`config.mk`:
```
export PLATFORM = sky130hd
export DESIGN_NAME = lap_tracker
export DESIGN_NICKNAME = d
export VERILOG_FILES = /design/src/rtl/lap_tracker.sv
export SDC_FILE = /design/constraint.sdc
export NUM_CORES = 1
export LEC_CHECK = 0
export CORE_ASPECT_RATIO = 0.7
export CORE_MARGIN = 5
export CORE_UTILIZATION = 25
export DETAILED_ROUTE_END_ITERATION = 12
export PLACE_DENSITY_LB_ADDON = 0.25
export SLEW_MARGIN = 20
export SYNTH_ARGS = -nofsm -noshare
export SYNTH_HDL_FRONTEND = slang
export SYNTH_SLANG_ARGS = --single-unit
```
`constraint.sdc`:
```
create_clock -name clk -period 2.85 [get_ports clk]
set_input_delay 0.57 -clock clk [delete_from_list [all_inputs] [get_ports clk]]
set_output_delay 0.57 -clock clk [all_outputs]
set_load 0.005 [all_outputs]
```
`src/rtl/lap_tracker.sv`:
```
// lap_tracker: per-player lap counting from world positions, finishing order,
// post-finish grace timer and the game-end level for the state encoder.
module lap_tracker #(
  parameter int unsigned LAPS         = 3,
  parameter logic [9:0]  FIN_X0       = 10'd0,
  parameter logic [9:0]  FIN_X1       = 10'd40,
  parameter logic [9:0]  FIN_Y0       = 10'd115,
  parameter logic [9:0]  FIN_Y1       = 10'd120,
  parameter logic [9:0]  CP_X0        = 10'd280,
  parameter logic [9:0]  CP_X1        = 10'd319,
  parameter logic [9:0]  CP_Y0        = 10'd100,
  parameter logic [9:0]  CP_Y1        = 10'd140,
  parameter int unsigned GRACE_CYCLES = 1000000000,
  parameter int unsigned GW           = 30
) (
  input  logic       clk,
  input  logic       rst,
  input  logic [2:0] state,
  input  logic [9:0] p1_x,
  input  logic [9:0] p1_y,
  input  logic [9:0] p2_x,
  input  logic [9:0] p2_y,
  output logic [1:0] p1_lap,
  output logic [1:0] p2_lap,
  output logic       p1_lap_pulse,
  output logic       p2_lap_pulse,
  output logic [1:0] p1_rank,
  output logic [1:0] p2_rank,
  output logic       is_game_end
);

  typedef enum logic [2:0] {
    GS_IDLE      = 3'd0,
    GS_SETTING   = 3'd1,
    GS_COUNTDOWN = 3'd3,
    GS_RACING    = 3'd4,
    GS_PAUSE     = 3'd5,
    GS_FINISH    = 3'd6
  } game_state_e;

  typedef enum logic [1:0] {
    NEED_CP  = 2'd0,
    NEED_FIN = 2'd1,
    DONE     = 2'd2
  } pstate_e;

  localparam logic [1:0]    LAPS_L     = 2'(LAPS);
  localparam logic [GW-1:0] GRACE_LAST = GW'(GRACE_CYCLES - 1);

  function automatic logic in_rect(input logic [9:0] x, input logic [9:0] y,
                                   input logic [9:0] x0, input logic [9:0] x1,
                                   input logic [9:0] y0, input logic [9:0] y1);
    return (x >= x0) && (x <= x1) && (y >= y0) && (y <= y1);
  endfunction

  logic          racing;
  logic          clear;
  logic [1:0]    in_fin, in_cp;
  logic [1:0]    fin_entry, cp_entry;
  logic [1:0]    done_now;
  logic          grace_run;

  pstate_e       pst_q [2];
  pstate_e       pst_d [2];
  logic [1:0]    lap_q [2];
  logic [1:0]    lap_d [2];
  logic [1:0]    rank_q [2];
  logic [1:0]    rank_d [2];
  logic [1:0]    pulse_q, pulse_d;
  logic [1:0]    prev_fin_q, prev_fin_d;
  logic [1:0]    prev_cp_q, prev_cp_d;
  logic [GW-1:0] cnt_q, cnt_d;
  logic          end_q, end_d;

  // Region flags and entry edges against the registered region history
  always_comb begin
    in_fin[0]  = in_rect(p1_x, p1_y, FIN_X0, FIN_X1, FIN_Y0, FIN_Y1);
    in_fin[1]  = in_rect(p2_x, p2_y, FIN_X0, FIN_X1, FIN_Y0, FIN_Y1);
    in_cp[0]   = in_rect(p1_x, p1_y, CP_X0, CP_X1, CP_Y0, CP_Y1);
    in_cp[1]   = in_rect(p2_x, p2_y, CP_X0, CP_X1, CP_Y0, CP_Y1);
    fin_entry  = in_fin & ~prev_fin_q;
    cp_entry   = in_cp & ~prev_cp_q;
  end

  // Player FSMs, lap counting, ranking, grace timer and game-end
  always_comb begin
    racing     = (state == GS_RACING);
    clear      = (state == GS_IDLE) || (state == GS_SETTING);
    prev_fin_d = in_fin;
    prev_cp_d  = in_cp;
    pulse_d    = '0;
    done_now   = '0;
    cnt_d      = cnt_q;
    end_d      = end_q | ((rank_q[0] != 2'd0) && (rank_q[1] != 2'd0));
    for (int unsigned i = 0; i < 2; i++) begin
      pst_d[i]  = pst_q[i];
      lap_d[i]  = lap_q[i];
      rank_d[i] = rank_q[i];
    end

    // Checkpoint is tested before finish so one cycle yields one transition
    if (racing) begin
      for (int unsigned i = 0; i < 2; i++) begin
        case (pst_q[i])
          NEED_CP: begin
            if (cp_entry[i]) pst_d[i] = NEED_FIN;
          end
          NEED_FIN: begin
            if (fin_entry[i]) begin
              lap_d[i]   = lap_q[i] + 2'd1;
              pulse_d[i] = 1'b1;
              if (lap_d[i] == LAPS_L) begin
                pst_d[i]    = DONE;
                done_now[i] = 1'b1;
              end else begin
                pst_d[i] = NEED_CP;
              end
            end
          end
          default: ;
        endcase
      end
    end

    // P1 wins a same-cycle tie
    if (done_now[0] && (rank_q[0] == 2'd0))
      rank_d[0] = (rank_q[1] != 2'd0) ? 2'd2 : 2'd1;
    if (done_now[1] && (rank_q[1] == 2'd0))
      rank_d[1] = ((rank_q[0] != 2'd0) || done_now[0]) ? 2'd2 : 2'd1;

    // Grace runs only while exactly one player holds a place
    grace_run = (rank_q[0] != 2'd0) ^ (rank_q[1] != 2'd0);
    if (racing && grace_run) begin
      if (cnt_q == GRACE_LAST) begin
        for (int unsigned i = 0; i < 2; i++)
          if (rank_q[i] == 2'd0) rank_d[i] = 2'd2;
      end else begin
        cnt_d = cnt_q + 1'b1;
      end
    end

    if (clear) begin
      prev_fin_d = '0;
      prev_cp_d  = '0;
      pulse_d    = '0;
      cnt_d      = '0;
      end_d      = 1'b0;
      for (int unsigned i = 0; i < 2; i++) begin
        pst_d[i]  = NEED_CP;
        lap_d[i]  = '0;
        rank_d[i] = '0;
      end
    end
  end

  // State registers with synchronous active-high reset
  always_ff @(posedge clk) begin
    if (rst) begin
      prev_fin_q <= '0;
      prev_cp_q  <= '0;
      pulse_q    <= '0;
      cnt_q      <= '0;
      end_q      <= 1'b0;
      for (int unsigned i = 0; i < 2; i++) begin
        pst_q[i]  <= NEED_CP;
        lap_q[i]  <= '0;
        rank_q[i] <= '0;
      end
    end else begin
      prev_fin_q <= prev_fin_d;
      prev_cp_q  <= prev_cp_d;
      pulse_q    <= pulse_d;
      cnt_q      <= cnt_d;
      end_q      <= end_d;
      for (int unsigned i = 0; i < 2; i++) begin
        pst_q[i]  <= pst_d[i];
        lap_q[i]  <= lap_d[i];
        rank_q[i] <= rank_d[i];
      end
    end
  end

  assign p1_lap       = lap_q[0];
  assign p2_lap       = lap_q[1];
  assign p1_lap_pulse = pulse_q[0];
  assign p2_lap_pulse = pulse_q[1];
  assign p1_rank      = rank_q[0];
  assign p2_rank      = rank_q[1];
  assign is_game_end  = end_q;

endmodule

```
---- Word-level counts from Yosys, hierarchy flattened ----
Memory sizes are Yosys's and may differ from the RTL's.
Index checks and enable logic that the tools add are counted.
Widths: inputs -> output; s select.
word-level totals
  register bits after elaboration ......... 37
  latch bits .............................. 0
  bits in writable memories ............... 12
  ROM bits ................................ 0
  input bits .............................. 45
  output and inout bits ................... 11
  memories kept ........................... 3
memory list
  memory  depth  bits a word  rd ports  clocked after memory_dff  write ports  RTL line  RTL
  lap_q   2      2            2         0                         2            65        logic [1:0] lap_q [2];
  pst_q   2      2            2         0                         2            63        pstate_e pst_q [2];
  rank_q  2      2            2         0                         2            67        logic [1:0] rank_q [2];
cells by class
  add/sub/neg operators ................... 3
  multiply operators ...................... 0
  div/mod/pow operators ................... 0
  order comparisons ....................... 16
  equality and inequality tests ........... 7
  shift operators ......................... 0
  muxes and demuxes ....................... 43
  bitwise logic cells ..................... 16
  reductions and logical operators ........ 29
operator list
  kind                   count
  $mux 2                 23
  $ge 10x7->1 const B    4
  $add 30x1->30 const B  1
  $eq 30x30->1 const B   1
  $mux 4                 7
  $ge 10x1->1 const B    2
  $ge 10x9->1 const B    2
  $le 10x6->1 const B    2
  $le 10x7->1 const B    2
  $le 10x8->1 const B    2
  $le 10x9->1 const B    2
  $logic_and 1x1->1      16
  $mux 1                 11
  $logic_not 2->1        4
  $pmux 2 s2             2
  $reduce_or 4->1        2
  $or 1x1->1             7
  $add 2x1->2 const B    2
  $and 2x2->2            2
  $eq 2x1->1 const B     2
  $eq 2x2->1 const B     2
  $not 1->1              4
  $not 2->2              2
  $reduce_bool 2->1      2
  other kinds (7)        8

---- Logic depth before layout (Yosys ltp) ----
  word-level depth ........................ 16
  gate-level depth with buffers ........... 9
  depth with buffers taken out ............ 7

---- Least setup slack after synthesis ----
OpenSTA, ideal clock, no wires.
  kind .................................... reg2reg
  start point ............................. memory rank_q[0][1]
  end point ............................... register cnt_q[26]
  library setup time ...................... 0.070 ns
  data arrival time ....................... 2.362 ns
  required time ........................... 2.780 ns
  slack ................................... 0.418 ns
  cell stages (with the launch flop) ...... 10
  buffers on the path ..................... 2
  cell sequence ........................... dfxtp_1 > or2_2 > ha_1 > and4bb_1 > and3_1 > buf_2 > o211ai_1 > clkbuf_1 > or4_1 > a21oi_1
RTL lines
  item                  RTL line  RTL
  start, declared       67
  end signal, assigned  173       cnt_q <= cnt_d;
  end, declared         72        logic [GW-1:0] cnt_q, cnt_d;

==> impl_metrics.tcl <==
set metrics [dict create \
    outcome "finished, final reports clean" \
    antenna_found_initial 0 \
    finalCritPeriodShare 0.9120 \
    yosys-top-cells-area "dfxtp_1 38%, nor2_1 5.1%, a21oi_1 3.7%" \
    detailed_place_hpwl_mm 5.317 \
    path_cells "clkdlybuf4s50_1, or4_4, or4b_4, nor4_4, o2111ai_1, a21oi_1" \
    synthCells 309 \
    io_pins 56 \
    dieHeight_um 95.04 \
    cp.required_ns 3.07 \
    grt_pass1_vias 2358 \
    nNetsFinal 426 \
    num-fill-cells 1049 \
    hold_viol 0 \
    multiInputGateArea_mm2 0.001539 \
    path_clk_slew_ns 0.07 \
    slew_headroom 0.4674 \
    start_util 0.2532 \
    synth_nets 358 \
    crit_family "simple AND/OR/NAND/NOR gates" \
    worst-path-max-fanout 5 \
    ys.flop_type "dfxtp_1" \
    core_area_mm2 0.01020 \
    clk_path_buf_depth 2 \
    clock-root-buffer "clkbuf_16" \
    cp-end-kind "flop" \
    drtIter0Drc 121 \
    drt-wirelength-per-cell_um 13.45 \
    setup_viol 0 \
    final.setup.tns_ns 0 \
    synth.top_cell.area_share 0.3798 \
    row_count 31 \
    regToRegEndpoint "cnt_q[12]" \
    rsz0062_at_grt "false" \
    min_to "pst_q[0][2]" \
    cap_viol_max_count 0 \
    reg2regPathDepth 8 \
    regArea_um2 980.9 \
    hold_start "prev_cp_q[1]" \
    min_path_cells 1 \
    critPathLaunch "p1_x[6]" \
    grt.total_usage 0.1117 \
    avgSynthCellArea_um2 8.358 \
    design_area_mm2 0.003530 \
    synth_seq_cells 49 \
    grt_max_degree 26 \
    drt-pass1-iter-count 4 \
    synth_warnings 0 \
    n_antenna_cell 0 \
    cts_tree "done" \
    clk_latency_ns 0.29 \
    num_vias 2524 \
    totalPowerFinal_w 0.001387 \
    worstSetupPathType "input port to flop" \
    cts_resized 0 \
    drc 0 \
    place_congestion 0.7645 \
    syn_area_mm2 0.002582 \
    crit_slowest_cell "or4b_4" \
    via_per_inst 4.949 \
    port_buffers 55 \
    final-max-slew-violation-count 0 \
    place_area_mm2 0.003391 \
    synth_async_sr_flop_share 0 \
    wl_mm 6.861 \
    ys_top_cells_by_count "49 x dfxtp_1, 35 x nor2_1, 25 x nand2_1" \
    ant_nets 0 \
    dieArea_mm2 0.01250 \
    start_kind "input port" \
    drive_above_1_share 0.08201 \
    path_buf_inv 1 \
    yosysMostFrequentCell "dfxtp_1" \
    worst_clock_skew_ns 0.006231 \
    synth-seq-area-share 0.3798 \
    grt_overflow 0 \
    rrSetupSlack_ns 0.29 \
    cp_slowest_stage_delay_ns 0.57 \
    cts_buffers 5 \
    timing.rr.start "rank_q[0][1]" \
    htreeDepth 2 \
    synth_top_cell_by_area "dfxtp_1" \
    cts_setup_buffers 0 \
    max_freq_mhz 384.7 \
    synth_cell_type_count 53 \
    arrival_ns 2.82 \
    hp-class "flop to flop" \
    power.density_mw_per_mm2 392.9 \
    p_leak_nw 1.219 \
    die_w_um 131.5 \
    cts_hold_buffers 0 \
    synth-edff-count 0 \
    cts_num_sinks 49 \
    ir_drop_mv 0.2322 \
    grt_pass1_wl_mm 11.56 \
    areaGrowthSynthToFinish_pct 36.68 \
    fin_crit_ns 2.599 \
    worst_pin_slew_ns 0.7921 \
]
[layout by cell type, fill, tap and decap left out, types with 3 or more instances in the layout]
cell,instances
nand3_1,12
and2_1,3
and4_1,6
inv_1,6
xor2_1,4
nand3b_1,4
clkdlybuf4s50_1,55
a211oi_1,4
nor2_1,35
buf_4,15
or3_1,14
nand4_1,7
ha_1,4
and3_1,8
clkbuf_16,5
a21oi_1,19
o211ai_1,6
o21ai_0,19
nor3_1,4
xnor2_1,4
nand2_1,25
or4b_1,3
nor4_1,7
dfxtp_1,49
or4_1,9
o31ai_1,7
[power breakdown]
| group | switching, W | internal [W] |
|---|---|---|
| sequential | 0.0000000105 | 0.000684 |
| clock | 0.000254 | 0.000323 |
| combinational | 0.0000496 | 0.0000759 |
| total | 0.000304 | 0.00108 |
[stage by stage]
step                setup slack (ns)  hold WS [ns]    util  std cells
floorplan                     0.4179        0.3985       -        309
global placement           -0.007241        0.4146  0.3324        502
detailed placement          -0.04559        0.4153  0.3324        502
CTS                           0.2463        0.4248  0.3460        510
global route                 0.09768        0.4457  0.3460        510
finish                        0.2507        0.4225  0.3460        510
[routing by layer]
metal	up-vias	global-route usage	wire length [um]
met5	-	0	0
met4	0	0.02312	53
met3	7	0.03165	333
met2	47	0.1575	2687
met1	1160	0.1681	3786
li1	1310	-	-
[worst register-to-register path, cell delays in order, from the launching register on]
cell      delay [ns]
dfxtp_1         0.34
or2_2           0.33
ha_1            0.32
and4bb_1        0.31
and3_1          0.25
buf_4           0.14
o21ai_0         0.17
or4_1           0.51
a21oi_1         0.14
[area by class of cell]
| cell class | instances | share of cell area |
|---|---|---|
| inverter | 6 | 0.006381 |
| timing repair buffer | 71 | 0.1935 |
| multi-input combinational | 244 | 0.4360 |
| clock buffer | 6 | 0.03651 |
| sequential | 49 | 0.2779 |
| clock inverter | 2 | 0.002836 |
| tap | 132 | 0.04679 |
[kinds of logic after synthesis]
| logic type | after synthesis | share of synthesized area |
|---|---|---|
| buffers and inverters | 16 | 0.02422 |
| multiplexers | 2 | 0.007752 |
| adder cells (fa/ha/maj) | 4 | 0.01938 |
| XOR/XNOR | 8 | 0.02713 |
| AND/OR/NAND/NOR | 159 | 0.3687 |
| AO/OA/AOI/OAI | 71 | 0.1730 |
| flip-flops | 49 | 0.3798 |
[sequential cells by signal (all words and copies together), names as in the netlist]
name / flops
cnt_q: 30
lap_q: 4
pst_q: 4
rank_q: 4
prev_cp_q: 2
prev_fin_q: 2
pulse_q: 2
is_game_end: 1
[how the worst max path moves through the flow]
stage / endpoint / slack (ns) / depth (start not counted)
global placement: rank_q[0][0] / -0.007 / 6
global route: cnt_q[12] / 0.1 / 8
detailed placement: rank_q[0][0] / -0.05 / 6
floorplan: cnt_q[26] / 0.42 / 9
CTS: rank_q[0][0] / 0.25 / 6
finish: rank_q[0][0] / 0.25 / 6
(Power assumes the default switching activity.)
